--- src/rtl/trade_signal_gen_pkg.sv ---
// Shared types and constants for the trade signal generator and its siblings.
// Default THRESH/WARMUP/HOLD track the moving-average filter window.
package trade_pkg;

    localparam int PRICE_W = 8;
    localparam int PNL_W   = 16;
    localparam int DIFF_W  = PRICE_W + 1;
    localparam int CNT_W   = 8;

    localparam int THRESH_DEF = 4;
    localparam int WARMUP_DEF = 32;
    localparam int HOLD_DEF   = 16;

    typedef enum logic [2:0] {
        ST_WARM,
        ST_FLAT,
        ST_LONG,
        ST_COOL_FLAT,
        ST_COOL_LONG
    } state_t;

endpackage

--- src/rtl/trade_signal_gen_if.sv ---
// Sample/decision bundle between the filter stage, the signal generator and the GPIO stage.
interface trade_signal_gen_if;

    logic                                  sample_valid_i;
    logic        [trade_pkg::PRICE_W-1:0]  price_i;
    logic        [trade_pkg::PRICE_W-1:0]  avg_i;
    logic                                  flush_i;
    logic                                  buy_o;
    logic                                  sell_o;
    logic                                  long_o;
    logic signed [trade_pkg::PNL_W-1:0]    pnl_o;
    logic        [trade_pkg::CNT_W-1:0]    trade_cnt_o;

    modport master (
        output sample_valid_i, price_i, avg_i, flush_i,
        input  buy_o, sell_o, long_o, pnl_o, trade_cnt_o
    );

    modport slave (
        input  sample_valid_i, price_i, avg_i, flush_i,
        output buy_o, sell_o, long_o, pnl_o, trade_cnt_o
    );

endinterface

--- src/rtl/trade_signal_gen_pnl_sat_acc.sv ---
// Signed saturating accumulate step: o_acc = clamp(i_acc + i_delta) when enabled.
// o_sat flags that the result was clipped to a rail.
module pnl_sat_acc
    import trade_pkg::*;
(
    input  logic                     i_en,
    input  logic signed [DIFF_W-1:0] i_delta,
    input  logic signed [PNL_W-1:0]  i_acc,
    output logic signed [PNL_W-1:0]  o_acc,
    output logic                     o_sat
);

    localparam logic signed [PNL_W:0] SUM_MAX = $signed({2'b00, {(PNL_W-1){1'b1}}});
    localparam logic signed [PNL_W:0] SUM_MIN = $signed({2'b11, {(PNL_W-1){1'b0}}});

    function automatic logic signed [PNL_W-1:0] sat_pnl(input logic signed [PNL_W:0] v);
        if (v > SUM_MAX) begin
            return SUM_MAX[PNL_W-1:0];
        end else if (v < SUM_MIN) begin
            return SUM_MIN[PNL_W-1:0];
        end
        return v[PNL_W-1:0];
    endfunction

    logic signed [PNL_W:0] w_acc_ext;
    logic signed [PNL_W:0] w_delta_ext;
    logic signed [PNL_W:0] w_sum;

    assign w_acc_ext   = {i_acc[PNL_W-1], i_acc};
    assign w_delta_ext = {{(PNL_W+1-DIFF_W){i_delta[DIFF_W-1]}}, i_delta};
    assign w_sum       = w_acc_ext + w_delta_ext;

    assign o_acc = i_en ? sat_pnl(w_sum) : i_acc;
    assign o_sat = i_en && ((w_sum > SUM_MAX) || (w_sum < SUM_MIN));

endmodule

--- src/rtl/trade_signal_gen.sv ---
// Crossover-with-hysteresis long-only trade decision with warm-up and post-trade cooldown.
// Emits registered buy/sell pulses and keeps realised P&L and round-trip count.
module trade_signal_gen
    import trade_pkg::*;
#(
    parameter int THRESH = THRESH_DEF,
    parameter int WARMUP = WARMUP_DEF,
    parameter int HOLD   = HOLD_DEF
) (
    input  logic               clk,
    input  logic               rst_n,
    trade_signal_gen_if.slave  bus
);

    localparam logic [CNT_W-1:0]  WARM_LAST = CNT_W'(WARMUP - 1);
    localparam logic [CNT_W-1:0]  HOLD_LAST = CNT_W'(HOLD - 1);
    localparam logic [DIFF_W-1:0] THRESH_Z  = DIFF_W'(THRESH);

    state_t                    r_state;
    logic        [CNT_W-1:0]   r_warm_cnt;
    logic        [CNT_W-1:0]   r_cool_cnt;
    logic        [PRICE_W-1:0] r_entry;
    logic                      r_buy;
    logic                      r_sell;
    logic                      r_long;
    logic signed [PNL_W-1:0]   r_pnl;
    logic                      r_pnl_sat;
    logic        [CNT_W-1:0]   r_trade_cnt;

    logic        [DIFF_W-1:0]  w_price_z;
    logic        [DIFF_W-1:0]  w_avg_z;
    logic                      w_buy_cond;
    logic                      w_sell_cond;
    logic                      w_buy_evt;
    logic                      w_sell_evt;
    logic signed [DIFF_W-1:0]  w_delta;
    logic signed [PNL_W-1:0]   w_pnl_nxt;
    logic                      w_pnl_clip;

    // Zero-extended operands keep avg+THRESH and price+THRESH from wrapping.
    assign w_price_z   = {1'b0, bus.price_i};
    assign w_avg_z     = {1'b0, bus.avg_i};
    assign w_buy_cond  = w_price_z > (w_avg_z + THRESH_Z);
    assign w_sell_cond = (w_price_z + THRESH_Z) < w_avg_z;

    assign w_buy_evt  = bus.sample_valid_i && (r_state == ST_FLAT) && w_buy_cond;
    assign w_sell_evt = bus.sample_valid_i &&
                        (((r_state == ST_LONG) && (w_sell_cond || bus.flush_i)) ||
                         ((r_state == ST_COOL_LONG) && bus.flush_i));

    assign w_delta = $signed(w_price_z - {1'b0, r_entry});

    // Once clipped, P&L is frozen at the rail until reset.
    pnl_sat_acc u_pnl_acc (
        .i_en    (w_sell_evt && !r_pnl_sat),
        .i_delta (w_delta),
        .i_acc   (r_pnl),
        .o_acc   (w_pnl_nxt),
        .o_sat   (w_pnl_clip)
    );

    always_ff @(posedge clk or negedge rst_n) begin
        if (!rst_n) begin
            r_state     <= ST_WARM;
            r_warm_cnt  <= '0;
            r_cool_cnt  <= '0;
            r_entry     <= '0;
            r_buy       <= 1'b0;
            r_sell      <= 1'b0;
            r_long      <= 1'b0;
            r_pnl       <= '0;
            r_pnl_sat   <= 1'b0;
            r_trade_cnt <= '0;
        end else begin
            r_buy  <= w_buy_evt;
            r_sell <= w_sell_evt;
            if (w_sell_evt) begin
                r_pnl      <= w_pnl_nxt;
                r_pnl_sat  <= r_pnl_sat | w_pnl_clip;
                if (r_trade_cnt != '1) begin
                    r_trade_cnt <= r_trade_cnt + 1'b1;
                end
                r_state    <= ST_COOL_FLAT;
                r_cool_cnt <= '0;
                r_long     <= 1'b0;
            end else if (w_buy_evt) begin
                r_entry    <= bus.price_i;
                r_state    <= ST_COOL_LONG;
                r_cool_cnt <= '0;
                r_long     <= 1'b1;
            end else if (bus.sample_valid_i) begin
                case (r_state)
                    ST_WARM: begin
                        if (r_warm_cnt == WARM_LAST) begin
                            r_state <= ST_FLAT;
                        end else begin
                            r_warm_cnt <= r_warm_cnt + 1'b1;
                        end
                    end
                    ST_COOL_FLAT, ST_COOL_LONG: begin
                        if (r_cool_cnt == HOLD_LAST) begin
                            r_cool_cnt <= '0;
                            r_state    <= (r_state == ST_COOL_LONG) ? ST_LONG : ST_FLAT;
                        end else begin
                            r_cool_cnt <= r_cool_cnt + 1'b1;
                        end
                    end
                    default: begin
                    end
                endcase
            end
        end
    end

    assign bus.buy_o       = r_buy;
    assign bus.sell_o      = r_sell;
    assign bus.long_o      = r_long;
    assign bus.pnl_o       = r_pnl;
    assign bus.trade_cnt_o = r_trade_cnt;

endmodule

--- src/flat_wrapper.sv ---
// flat-port wrapper written by rule: the top's interface ports become plain ports
module trade_signal_gen_flat import trade_pkg::*;
#(
    parameter int THRESH = THRESH_DEF,
    parameter int WARMUP = WARMUP_DEF,
    parameter int HOLD   = HOLD_DEF
)
  (clk, rst_n, bus_sample_valid_i, bus_price_i, bus_avg_i, bus_flush_i, bus_buy_o, bus_sell_o, bus_long_o, bus_pnl_o, bus_trade_cnt_o);
  trade_signal_gen_if bus_i ();
  input  logic clk;
  input  logic rst_n;
  input wire logic [$bits(bus_i.sample_valid_i)-1:0] bus_sample_valid_i;
  input wire logic [$bits(bus_i.price_i)-1:0] bus_price_i;
  input wire logic [$bits(bus_i.avg_i)-1:0] bus_avg_i;
  input wire logic [$bits(bus_i.flush_i)-1:0] bus_flush_i;
  output wire logic [$bits(bus_i.buy_o)-1:0] bus_buy_o;
  output wire logic [$bits(bus_i.sell_o)-1:0] bus_sell_o;
  output wire logic [$bits(bus_i.long_o)-1:0] bus_long_o;
  output wire logic [$bits(bus_i.pnl_o)-1:0] bus_pnl_o;
  output wire logic [$bits(bus_i.trade_cnt_o)-1:0] bus_trade_cnt_o;
  assign bus_i.sample_valid_i = bus_sample_valid_i;
  assign bus_i.price_i = bus_price_i;
  assign bus_i.avg_i = bus_avg_i;
  assign bus_i.flush_i = bus_flush_i;
  assign bus_buy_o = bus_i.buy_o;
  assign bus_sell_o = bus_i.sell_o;
  assign bus_long_o = bus_i.long_o;
  assign bus_pnl_o = bus_i.pnl_o;
  assign bus_trade_cnt_o = bus_i.trade_cnt_o;
  trade_signal_gen #(.THRESH(THRESH), .WARMUP(WARMUP), .HOLD(HOLD)) u_core (.clk(clk), .rst_n(rst_n), .bus(bus_i));
endmodule
--- config.mk ---
export PLATFORM = sky130hd
export DESIGN_NAME = trade_signal_gen_flat
export DESIGN_NICKNAME = d
export VERILOG_FILES = /design/src/rtl/trade_signal_gen_pkg.sv /design/src/rtl/trade_signal_gen_if.sv /design/src/rtl/trade_signal_gen_pnl_sat_acc.sv /design/src/rtl/trade_signal_gen.sv /design/src/flat_wrapper.sv
export SDC_FILE = /design/constraint.sdc
export NUM_CORES = 1
export LEC_CHECK = 0
export CAP_MARGIN = 5
export CORE_ASPECT_RATIO = 1.75
export CORE_MARGIN = 5
export CORE_UTILIZATION = 30
export DETAILED_ROUTE_END_ITERATION = 6
export GPL_ROUTABILITY_DRIVEN = 0
export PLACE_DENSITY = 0.54
export REMOVE_ABC_BUFFERS = 1
export SYNTH_ARGS = -nofsm -noshare
export SYNTH_HDL_FRONTEND = slang
export SYNTH_SLANG_ARGS = --single-unit
--- constraint.sdc ---
create_clock -name clk -period 3.79 [get_ports clk]
set_clock_uncertainty 0.05 [all_clocks]
set_input_delay 0.5685 -clock clk [delete_from_list [all_inputs] [get_ports clk]]
set_output_delay 0.5685 -clock clk [all_outputs]
set_load 0.005 [all_outputs]
== After elaboration in Yosys (flattened, before gate mapping) ==
Cells that the tools add are included.

* Reductions and logical operators: 23
* Muxes and demuxes: 19
* Eq/ne operators: 9
* Magnitude comparators: 4
* Bitwise gates (word level): 4
* Add/sub/neg operators: 7

{| class="wikitable"
|+ Operators with widths
! kind !! number
|-
| $mux W16 || 3
|-
| $mux W8 || 5
|-
| $add A8 B1 Y8 const B || 3
|-
| $add A8 B3 Y9 const B || 2
|-
| $add A16 B9 Y17 || 1
|-
| $gt A17 B16 Y1 const B || 1
|-
| $lt A17 B16 Y1 const B || 1
|-
| $mux W3 || 5
|-
| $gt A8 B9 Y1 || 1
|-
| $lt A9 B8 Y1 || 1
|-
| $sub A8 B8 Y9 || 1
|-
| $eq A8 B4 Y1 const B || 1
|-
| $eq A8 B5 Y1 const B || 1
|-
| $ne A4 B1 Y1 const B || 2
|-
| $ne A8 B8 Y1 const B || 1
|-
| $reduce_and A2 Y1 || 4
|-
| $logic_and A1 B1 Y1 || 7
|-
| $eq A3 B2 Y1 const B || 2
|-
| $pmux W3 S2 || 1
|-
| $reduce_bool A3 Y1 || 2
|-
| $reduce_and A5 Y1 || 1
|-
| $mux W1 || 4
|-
| $reduce_and A4 Y1 || 1
|-
| $reduce_bool A4 Y1 || 1
|-
| other kinds (10) || 14
|}

* Register bits after elaboration: 55
* Output and inout port bits: 27
* Word-level logic and storage cells: 76
* Bits of input ports: 20

== Logic depth before layout (Yosys ltp) ==
Gate-level depths: netlist of the first run.

* Depth in word-level cells: 9
* Gate-level depth with buffers: 20
* Depth with buffers taken out: 18

== Cells and area by module ==
Synthesis of the first run repeated with hierarchy kept, for this count alone.

* Cells, all modules: 519
* Area total of the unflattened synthesis: 4568.1 µm²

{| class="wikitable"
|+ By module, submodules not included
! module !! instances !! seq. area each (µm²) !! cells an instance !! area an instance (µm²)
|-
| trade_signal_gen || 1 || 1376.3 || 345 || 3296.9
|-
| pnl_sat_acc || 1 || 0.0 || 174 || 1271.2
|}

== Worst setup path after synthesis of the first run ==
No wires, ideal clock.

* Path type: input to register
* Start point: in bus_price_i[0]
* End point: reg u_core.r_pnl[12] (netlist: u_core.bus.pnl_o[12])
* Required time: 3.614 ns
* Library setup time: 0.126 ns
* Buffers on the path: 2
* Path slack: -0.361 ns
* Arrival time: 3.975 ns
* Stages on the path: 20
* Cells stage by stage: inv_1 -> ha_1 -> fa_1 -> inv_1 -> a21oi_1 -> o21ai_0 -> a21o_1 -> a21oi_1 -> o21bai_1 -> a21oi_1 -> ha_1 -> buf_6 -> a21oi_1 -> o21ai_0 -> a31oi_1 -> o21ai_4 -> nor3b_1 -> nor3_2 -> buf_6 -> a221o_1

* Longest elaborated chain between the ends: 8
* Elaborated cells on any way between the ends: 16
* Those cells by class: add/sub: 3; order compare: 3; mux: 4; reduce/logical: 6

{| class="wikitable"
|+ Ends and longest elaborated chain
! item !! RTL line !! source
|-
| from (decl) || flat_wrapper.sv:13 || <nowiki>input wire logic [$bits(bus_i.price_i)-1:0] bus_price_i;</nowiki>
|-
| branches (longest 8 deep; another with $add A16 B9 Y17) || - ||
|-
| to (signal assigned) || trade_signal_gen.sv:78 || <nowiki>r_pnl <= w_pnl_nxt;</nowiki>
|-
| to (decl) || trade_signal_gen.sv:26 || <nowiki>logic signed [PNL_W-1:0] r_pnl;</nowiki>
|}

Parallel ways; which one is timed is not known.
A chain may end at the register's enable or synchronous reset.

== Final worst setup path of the first run ==
* Start point: in bus_price_i[4]
* End point: reg u_core.r_pnl[1] (netlist: u_core.bus.pnl_o[1])

The elaborated chain is that of the path after synthesis.

==> results.py, run 1 <==
metrics = {
    "final_layout": {
        "drive_gt1_frac": 0.321,
        "seqCellArea_um2": 1380,
        "layout.nets": 618,
        "diodes": 0,
        "postLayoutCoreUtil": 0.439,
        "nFillCells": 1268,
        "stdcell_count": 726,
        "multi_input_comb_area_um2": 2770,
        "area_delta_synth_final_pct": 44.1,
    },
    "worst_hold_path": {
        "hp-class": "primary input to async pin",
    },
    "worst_setup_path": {
        "path_buf_inv": 4,
        "worstPathArrival_ns": 3.89,
        "worst-setup-path-type": "primary input to flop",
        "max_stage_delay_ns": 0.46,
        "crit_chain": "clkdlybuf4s50_1 -> ha_1 -> a21o_1 -> a21oi_2 -> o21bai_2 -> a21oi_4 -> buf_6 -> ha_4 -> a21oi_2 -> o21ai_2 -> a31oi_2 -> o21ai_4 -> xnor2_1 -> buf_4 -> buf_6 -> nor3_2 -> a2111o_1",
        "start_kind": "primary input",
        "slowest_stage": "clkdlybuf4s50_1",
        "end_kind": "flop",
        "required_ns": 3.92,
        "critical_path.max_fanout": 5,
        "crit_family": "compound AO/OA/AOI/OAI gates",
    },
    "place": {
        "pre_cts_slack_ns": -1.30,
        "portBuffers": 46,
        "dp.cells": 692,
        "dp_hpwl_mm": 8.37,
    },
    "synth": {
        "yosysUniqueCellTypes": 58,
        "yosys.area.top_type": "dfrtp_1",
        "syn-cell-area_um2": 4050,
        "synth-edff-count": 0,
        "netlist_top_cells_count": "55 x dfrtp_1, 45 x ha_1, 34 x xnor2_1",
        "synthesis.instances": 414,
        "async_flop_share": 1.00,
        "syn_area_per_cell_um2": 9.79,
        "synth_flop_cell": "dfrtp_1",
        "synth.most_common_cell": "dfrtp_1",
        "yosysWarnings": 0,
        "synth_area_leaders": "dfrtp_1 34%, ha_1 14%, xnor2_1 7.4%",
        "ys_ff_latch": 55,
        "synth_top_area_share": 0.340,
        "ys_seq_area_frac": 0.340,
    },
    "outcome": {
        "status": "completed",
    },
    "clock_network": {
        "cts_buffers": 5,
        "cts_tree": "done",
        "htree_num_levels": 2,
        "cts-hold-fix-buffers": 0,
        "numClockSinks": 55,
        "clkTransAtPathRegs_ns": 0.08,
        "cts.path.max_buffers": 2,
        "cts_root_buffer": "clkbuf_16",
        "clk_latency_ns": 0.30,
    },
    "global_routing": {
        "grt_first_pass_wirelength_mm": 17.9,
        "grt_pass1_vias": 3797,
        "grt_usage": 0.137,
        "antenna_found_initial": 0,
        "grt-ovfl-total": 0,
        "grt_max_degree": 42,
    },
    "floorplan": {
        "io_pins": 47,
        "die-area_um2": 16000,
        "initial_core_util": 0.304,
        "die_h_um": 164,
        "die_w_um": 97.8,
        "core_um2": 13300,
        "num_rows": 56,
    },
    "routing": {
        "first_pass_iters": 4,
        "antenna_left": 0,
        "wl_per_cell_um": 15.2,
        "drtIter0Drc": 78,
        "drc": 0,
        "vias": 3631,
        "routed_via_density": 5.00,
        "wl_mm": 11.0,
    },
    "timing": {
        "setup_viol": 0,
        "slew_viol_final": 0,
        "fin_crit_ns": 3.76,
        "rsz0062_at_grt": "true",
        "hold_viol_final": 0,
        "fin_ws_ns": 0.0300,
        "fin_hold_ws_ns": 0.369,
        "worstMarginPinSlew_ns": 0.956,
        "period_share": 0.992,
        "relSlewSlack": 0.363,
        "timing.fmax_ghz": 0.266,
    },
    "power_and_ir_drop": {
        "p_leak_nw": 2.60,
        "powerDensity_nw_per_um2": 1050,
        "power.total_mw": 6.15,
        "irDropWorstVdd_v": 0.000341,
    },
    "job": {
        "drv_cap": 0,
    },
}
==> kinds of logic after synthesis <==
kind of cell             count (synthesis)  synth area share
flip-flops                              55             0.340
adder cells (fa/ha/maj)                 47             0.149
AND/OR/NAND/NOR                        119             0.156
AO/OA/AOI/OAI                          100             0.187
multiplexers                             5            0.0133
buffers and inverters                   41            0.0534
XOR/XNOR                                47             0.102
==> layout by cell type (no fill, tap or decap), types with 3 or more instances in the layout <==
master,synthesis,final
a21o_1,6,6
a21oi_1,24,12
a21oi_2,1,12
a221o_1,12,11
a221o_2,4,5
a31oi_1,4,3
a31oi_4,3,3
and3_1,5,3
and3_4,0,3
buf_4,0,79
buf_6,7,13
clkbuf_16,0,5
clkdlybuf4s50_1,0,41
dfrtp_1,55,55
ha_1,45,35
ha_4,0,10
inv_1,32,29
mux2_2,3,3
nand2_1,32,31
nand3_1,17,15
nand4_1,10,10
nor2_1,22,20
nor2b_1,5,5
nor3_1,6,4
nor3b_1,4,3
nor4_1,3,3
o21a_1,7,7
o21ai_0,19,12
o21ai_1,2,3
o21ai_2,0,6
xnor2_1,34,33
xor2_1,13,13
==> layer usage <==
metal / part of all wire / GRT usage / vias to the layer above
met4: 0.030 / 0.0630 / 0
met1: 0.37 / 0.138 / 1766
met3: 0.026 / 0.0174 / 22
met2: 0.58 / 0.272 / 66
met5: 0 / 0 / -
li1: - / - / 1777
==> power breakdown <==
part	total [mW]	internal [mW]	switching [mW]
combinational	4.64	2.59	2.05
clock	0.497	0.256	0.240
sequential	1.01	0.785	0.227
==> through the flow <==
step | cell area (um2) | setup TNS [ns]
6_report | 5840 | 0
5_1_grt | 5840 | -0.540
4_1_cts | 5710 | 0
3_5_place_dp | 5130 | -20.13
3_3_place_gp | 5130 | -18.71
2_1_floorplan | 3960 | -5.59
==> layout make-up <==
cell class,count,share of cell area
multi-input cells,319,0.474
flip-flops and latches,55,0.236
repair buffers,138,0.205
well taps,174,0.0373
clock buffers,5,0.0214
inverters,32,0.0210
clock inverters,3,0.00536
==> state kept, by name (all words and copies together) (netlist names), 3 cells and up <==
| name | cells |
|---|---|
| u_core.r_entry | 8 |
| u_core.r_warm_cnt | 8 |
| u_core.bus.trade_cnt_o | 8 |
| u_core.bus.pnl_o | 16 |
| u_core.r_cool_cnt | 8 |
| u_core.r_state | 3 |
==> worst paths after layout <==
check,from,endpoint,slack (ns),cells past startpoint
min in group clk,u_core.r_warm_cnt[7],u_core.r_warm_cnt[7],0.43,1
worst max-delay path,bus_price_i[4],u_core.bus.pnl_o[1],0.03,17
max in group asynchronous,rst_n,u_core.bus.pnl_o[4],2.54,2
worst max register to register,u_core.r_entry[0],u_core.bus.pnl_o[1],0.06,20
worst min-delay path,rst_n,u_core.bus.trade_cnt_o[5],0.37,1
worst min register to register,u_core.r_warm_cnt[7],u_core.r_warm_cnt[7],0.43,1
==> what timing repair did <==
action / CTS / global route
setup endpoints to repair: 17 / 16
buffers inserted: 20 / 6
gates cloned: 1 / 0
resized for setup: 61 / 23
pin swaps: 40 / 33
==> worst reg2reg max path, cell delays in order, from the launching register on <==
cell	delay [ns]
dfrtp_1	0.39
ha_4	0.14
fa_2	0.21
inv_2	0.04
a21oi_2	0.17
o21ai_2	0.07
a21o_1	0.19
a21oi_2	0.17
o21bai_2	0.10
a21oi_4	0.31
buf_6	0.19
ha_4	0.22
a21oi_2	0.16
o21ai_2	0.08
a31oi_2	0.20
o21ai_4	0.11
xnor2_1	0.16
buf_4	0.17
buf_6	0.10
nor3_2	0.03
a2111o_1	0.37
Note: power is estimated with default switching activity, not from simulation.
==> inputs of run 2 (changes only) <==
Settings changed: CORE_UTILIZATION 30 to 31, MAX_ROUTING_LAYER set to met4, PLACE_DENSITY 0.54 to 0.55.
==> results.py, run 2 (synthesis gave the netlist of run 1 again) <==
metrics = {
    "outcome": {
        "status": "completed",
    },
    "worst_setup_path": {
        "max_stage_delay_ns": 0.42,
        "worst-setup-path-type": "flop to flop",
        "start_kind": "flop",
        "required_ns": 3.93,
        "slowest_stage": "dfrtp_1",
        "reg2reg_from": "u_core.r_entry[0]",
        "end_kind": "flop",
        "cp-startpoint": "u_core.r_entry[0]",
        "critical_path.max_fanout": 15,
        "crit_chain": "ha_4 -> fa_2 -> inv_2 -> a21oi_2 -> o21ai_2 -> a21o_1 -> a21oi_2 -> o21bai_2 -> a21oi_4 -> buf_12 -> ha_4 -> and3_4 -> nand3_2 -> o21ai_4 -> xnor2_2 -> buf_4 -> nor2_4 -> buf_12 -> a2111o_1",
        "worstPathArrival_ns": 3.83,
    },
    "final_layout": {
        "layout_commonest_cell": "buf_4",
        "area_delta_synth_final_pct": 42.6,
        "drive_gt1_frac": 0.304,
        "largest_reg_flops": 16,
        "nFillCells": 1223,
        "postLayoutCoreUtil": 0.449,
        "layout.nets": 608,
        "mostFrequentLayoutCells": "79 x buf_4, 55 x dfrtp_1, 41 x clkdlybuf4s50_1",
        "diodes": 0,
    },
    "routing": {
        "first_pass_iters": 4,
        "drtIter0Drc": 101,
        "drc": 0,
        "wl_per_cell_um": 15.9,
        "routed_via_density": 5.08,
        "wl_mm": 11.3,
        "vias": 3621,
        "antenna_left": 0,
    },
    "global_routing": {
        "antenna_found_initial": 0,
        "grt_usage": 0.154,
        "grt_first_pass_wirelength_mm": 18.2,
        "grt_max_degree": 42,
        "grt_pass1_vias": 3830,
        "grt-ovfl-total": 0,
    },
    "clock_network": {
        "clk_latency_ns": 0.30,
        "cts.path.max_buffers": 2,
        "clkTransAtPathRegs_ns": 0.08,
        "cts_buffers": 5,
        "cts_root_buffer": "clkbuf_16",
        "htree_num_levels": 2,
        "numClockSinks": 55,
        "cts_tree": "done",
    },
    "floorplan": {
        "die_h_um": 161,
        "die-area_um2": 15500,
        "core_um2": 12900,
        "initial_core_util": 0.315,
        "io_pins": 47,
        "die_w_um": 96.4,
        "num_rows": 55,
    },
    "power_and_ir_drop": {
        "irDropWorstVdd_v": 0.000346,
        "p_leak_nw": 2.58,
        "powerDensity_nw_per_um2": 1050,
    },
    "place": {
        "dp_hpwl_mm": 8.83,
        "portBuffers": 46,
    },
    "timing": {
        "slew_viol_final": 0,
        "relSlewSlack": 0.366,
        "setup_viol": 0,
        "timing.fmax_ghz": 0.271,
        "worstMarginPinSlew_ns": 0.952,
        "fin_hold_ws_ns": 0.355,
        "hold_viol_final": 0,
        "rsz0062_at_grt": "true",
        "fin_crit_ns": 3.69,
        "period_share": 0.974,
    },
    "job": {
        "drv_cap": 0,
    },
    "worst_hold_path": {
        "hp-class": "primary input to async pin",
    },
}
## run 2: cell count changes in the layout (fill, tap and decap cells not counted), moves of 2 or more
cell	delta
buf_6	-11
a21oi_2	-3
a21oi_4	+2
nor2_2	-2
xnor2_1	-2
xnor2_2	+2
## run 2: area by class of cell
type | count | area, um2 | share of cell area
clock inverter | 3 | 50.0 | 0.00866
multi-input combinational | 318 | 2790 | 0.483
inverter | 32 | 120 | 0.0208
timing repair buffer | 129 | 1100 | 0.191
tap | 171 | 214 | 0.0370
sequential | 55 | 1380 | 0.238
clock buffer | 5 | 125 | 0.0217
## run 2: critical path: cells and delay by family, from the launching register on
kind	cells	cell delay, ns
simple gates	3	0.36
buf+inv	4	0.51
xor+xnor	1	0.15
fa+ha+maj	3	0.81
flops	1	0.42
compound gates	8	1.27
## run 2: report_power, final
| part | total [mW] | internal (mW) | switching (mW) | leakage (nW) |
|---|---|---|---|---|
| registers | 1.02 | 0.785 | 0.240 | 0.690 |
| clock network | 0.555 | 0.320 | 0.235 | 0.0863 |
| logic | 4.49 | 2.44 | 2.04 | 1.80 |
## run 2: path summary, 6_finish.rpt
check	slack, ns	cells after the start	end
setup / recovery	0.1	19	u_core.bus.pnl_o[1]
hold / removal	0.35	1	u_core.bus.pnl_o[11]
setup reg to reg	0.1	19	u_core.bus.pnl_o[1]
hold reg to reg	0.44	1	u_core.r_warm_cnt[7]
max in group asynchronous	2.53	2	u_core.r_state[2]
min in group clk	0.44	1	u_core.r_warm_cnt[7]
## run 2: per-stage QoR
stage	instances	TNS [ns]	instance area, um2	setup slack [ns]	power, mW
finish	713	0	5780	0.0989	6.07
global route	713	-0.0471	5780	-0.0393	6.50
CTS	711	-0.0290	5680	-0.0290	5.83
detailed placement	695	-26.58	5180	-1.66	4.65
global placement	695	-24.62	5180	-1.53	4.60
floorplan	405	-5.59	3960	-0.386	2.99
## run 2: timing repair
| action | 4_1_cts | 5_1_grt |
|---|---|---|
| hold buffers | 0 | 0 |
| setup buffers | 9 | 2 |
| setup endpoints to repair | 17 | 17 |
| pin swaps | 23 | 18 |
| resized for setup | 59 | 17 |
## run 2: routing by layer
layer	track usage	part of all wire	vias to the layer above	routed length, um
met1	0.150	0.35	1776	4010
met3	0.0191	0.024	34	268
li1	-	-	1749	-
met5	-	0	-	0
met2	0.291	0.58	62	6540
met4	0.0709	0.044	0	495
==> inputs of run 3 (changes only) <==
Settings changed: CAP_MARGIN 5 to unset, SYNTH_HIERARCHICAL set to 1.
==> results.py, run 3 <==
metrics = {
    "outcome": {
        "status": "complete, but fails checks",
        "violations": "setup timing",
    },
    "routing": {
        "first_pass_iters": 4,
        "routed_via_density": 5.32,
        "wl_mm": 13.2,
        "drtIter0Drc": 130,
        "wl_per_cell_um": 16.1,
        "antenna_left": 0,
        "vias": 4353,
        "drc": 0,
    },
    "synth": {
        "synth_xor_area_frac": 0.0671,
        "synth_compound_area_frac": 0.231,
        "ys_ff_latch": 55,
        "synth_flop_cell": "dfrtp_1",
        "syn_area_per_cell_um2": 8.80,
        "synth_top_family_by_area": "compound AO/OA/AOI/OAI gates",
        "syn-cell-area_um2": 4570,
        "synthesis.instances": 519,
        "synth.most_common_cell": "nand2_1",
        "synth-adder-area-share": 0.127,
        "synth_top_area_share": 0.301,
        "yosysUniqueCellTypes": 73,
        "yosys.area.top_type": "dfrtp_1",
        "async_flop_share": 1.00,
        "synth_area_leaders": "dfrtp_1 30%, ha_1 12%, nand2_1 6.3%",
        "ys_seq_area_frac": 0.301,
        "synthMuxAreaShare": 0.0238,
        "synthSimpleGateAreaFrac": 0.187,
        "yosysWarnings": 6,
        "synth-edff-count": 0,
        "netlist_top_cells_count": "77 x nand2_1, 55 x dfrtp_1, 47 x inv_1",
    },
    "worst_setup_path": {
        "start_kind": "flop",
        "end_kind": "flop",
        "reg2reg_from": "u_core/r_entry[0]",
        "max_stage_delay_ns": 0.44,
        "path_buf_inv": 3,
        "slowest_stage": "or3_4",
        "worst-setup-path-type": "flop to flop",
        "required_ns": 3.94,
        "worstPathArrival_ns": 4.04,
        "critical_path.max_fanout": 8,
        "crit_chain": "ha_4 -> fa_2 -> nor2b_1 -> o21ai_2 -> a21boi_2 -> o21ai_1 -> nand2b_1 -> a31oi_2 -> buf_6 -> ha_4 -> buf_6 -> a21oi_4 -> nand2_2 -> a221o_1 -> or3_4 -> buf_8 -> and3_1 -> o21a_1 -> a21o_1",
        "crit_family": "compound AO/OA/AOI/OAI gates",
        "cp-startpoint": "u_core/r_entry[0]",
    },
    "clock_network": {
        "clkTransAtPathRegs_ns": 0.08,
        "cts_tree": "done",
        "cts_root_buffer": "clkbuf_16",
        "htree_num_levels": 2,
        "cts_buffers": 5,
        "cts-hold-fix-buffers": 0,
        "cts.path.max_buffers": 2,
        "numClockSinks": 55,
        "clk_latency_ns": 0.30,
    },
    "timing": {
        "timing.fmax_ghz": 0.258,
        "period_share": 1.02,
        "fin_crit_ns": 3.88,
        "worstMarginPinSlew_ns": 0.747,
        "fin_ws_ns": -0.0930,
        "fin_hold_ws_ns": 0.273,
        "slew_viol_final": 0,
        "hold_viol_final": 0,
        "rsz0062_at_grt": "true",
        "setup_viol": 16,
        "relSlewSlack": 0.502,
        "tns_ns": -0.859,
    },
    "power_and_ir_drop": {
        "irDropWorstVdd_v": 0.000345,
        "p_leak_nw": 2.90,
        "power.total_mw": 5.50,
        "powerDensity_nw_per_um2": 875,
    },
    "final_layout": {
        "area_delta_synth_final_pct": 37.6,
        "stdcell_count": 819,
        "nFillCells": 1409,
        "layout_commonest_cell": "buf_4",
        "layout.nets": 703,
        "postLayoutCoreUtil": 0.435,
        "mostFrequentLayoutCells": "78 x buf_4, 74 x nand2_1, 55 x dfrtp_1",
        "diodes": 0,
        "drive_gt1_frac": 0.275,
        "largest_reg_flops": 16,
    },
    "global_routing": {
        "grt_max_degree": 31,
        "grt_first_pass_wirelength_mm": 21.4,
        "grt-ovfl-total": 0,
        "antenna_found_initial": 0,
        "grt_usage": 0.158,
        "grt_pass1_vias": 4451,
    },
    "floorplan": {
        "core_um2": 14400,
        "io_pins": 47,
        "die-area_um2": 17400,
        "die_w_um": 102,
        "die_h_um": 171,
        "num_rows": 58,
        "initial_core_util": 0.316,
    },
    "job": {
        "drv_cap": 0,
    },
    "place": {
        "dp_hpwl_mm": 10.2,
        "portBuffers": 46,
        "dp.cells": 799,
    },
    "worst_hold_path": {
        "hp-class": "primary input to async pin",
    },
}
[run 3: changes by cell type in the layout (fill, tap and decap cells not counted), moves of 7 or more]
cell,before,now
nand2_1,30,74
inv_1,29,46
a221o_1,12,2
a31oi_1,3,13
o22ai_2,0,10
nor2_1,21,12
and3_1,3,10
o22ai_1,0,7
xnor2_1,31,24
[run 3: final timing paths]
| kind | slack, ns | cells after the start | to |
|---|---|---|---|
| max in group asynchronous | 2.59 | 2 | u_core/bus.trade_cnt_o[0] |
| min | 0.27 | 1 | u_core/r_cool_cnt[0] |
| max | -0.09 | 19 | u_core/r_pnl_sat |
| min reg2reg | 0.43 | 1 | u_core/r_pnl_sat |
| max reg2reg | -0.09 | 19 | u_core/r_pnl_sat |
| min in group clk | 0.43 | 1 | u_core/r_pnl_sat |
[run 3: power by group]
group | switching [mW] | internal (mW) | total (mW) | leakage [nW]
combinational | 1.98 | 2.04 | 4.02 | 2.12
clock | 0.250 | 0.256 | 0.506 | 0.0767
sequential | 0.210 | 0.767 | 0.978 | 0.704
[run 3: stage by stage]
step                      setup WS [ns]  cell area [um2]
after detailed placement          -1.14             5700
after floorplan                  -0.732             4460
after global routing             -0.256             6290
after global placement            -1.11             5700
after CTS                       -0.0830             6120
final                           -0.0930             6290
[run 3: cell families after synthesis]
family | after synthesis
fa+ha+maj | 45
simple gates | 170
xor+xnor | 35
buf+inv | 67
mux | 9
compound gates | 138
flops | 55
[run 3: area by class of cell]
type,instances,area [um2],area share
tap,180,225,0.0358
clock buffer,5,125,0.0199
sequential,55,1380,0.219
timing repair buffer,131,1140,0.181
clock inverter,3,28.8,0.00458
inverter,48,180,0.0287
multi-input combinational,397,3210,0.511
[run 3: timing repair]
item,in CTS,in global routing
endpoints found under the setup margin,17,16
setup buffers,4,7
gates resized for setup,53,19
pin swaps,30,29
cloned,0,1
[run 3: metal layers]
layer	routed length (um)	track usage
met5	0	-
met4	609	0.0666
met3	361	0.0159
met2	7310	0.299
met1	4890	0.162
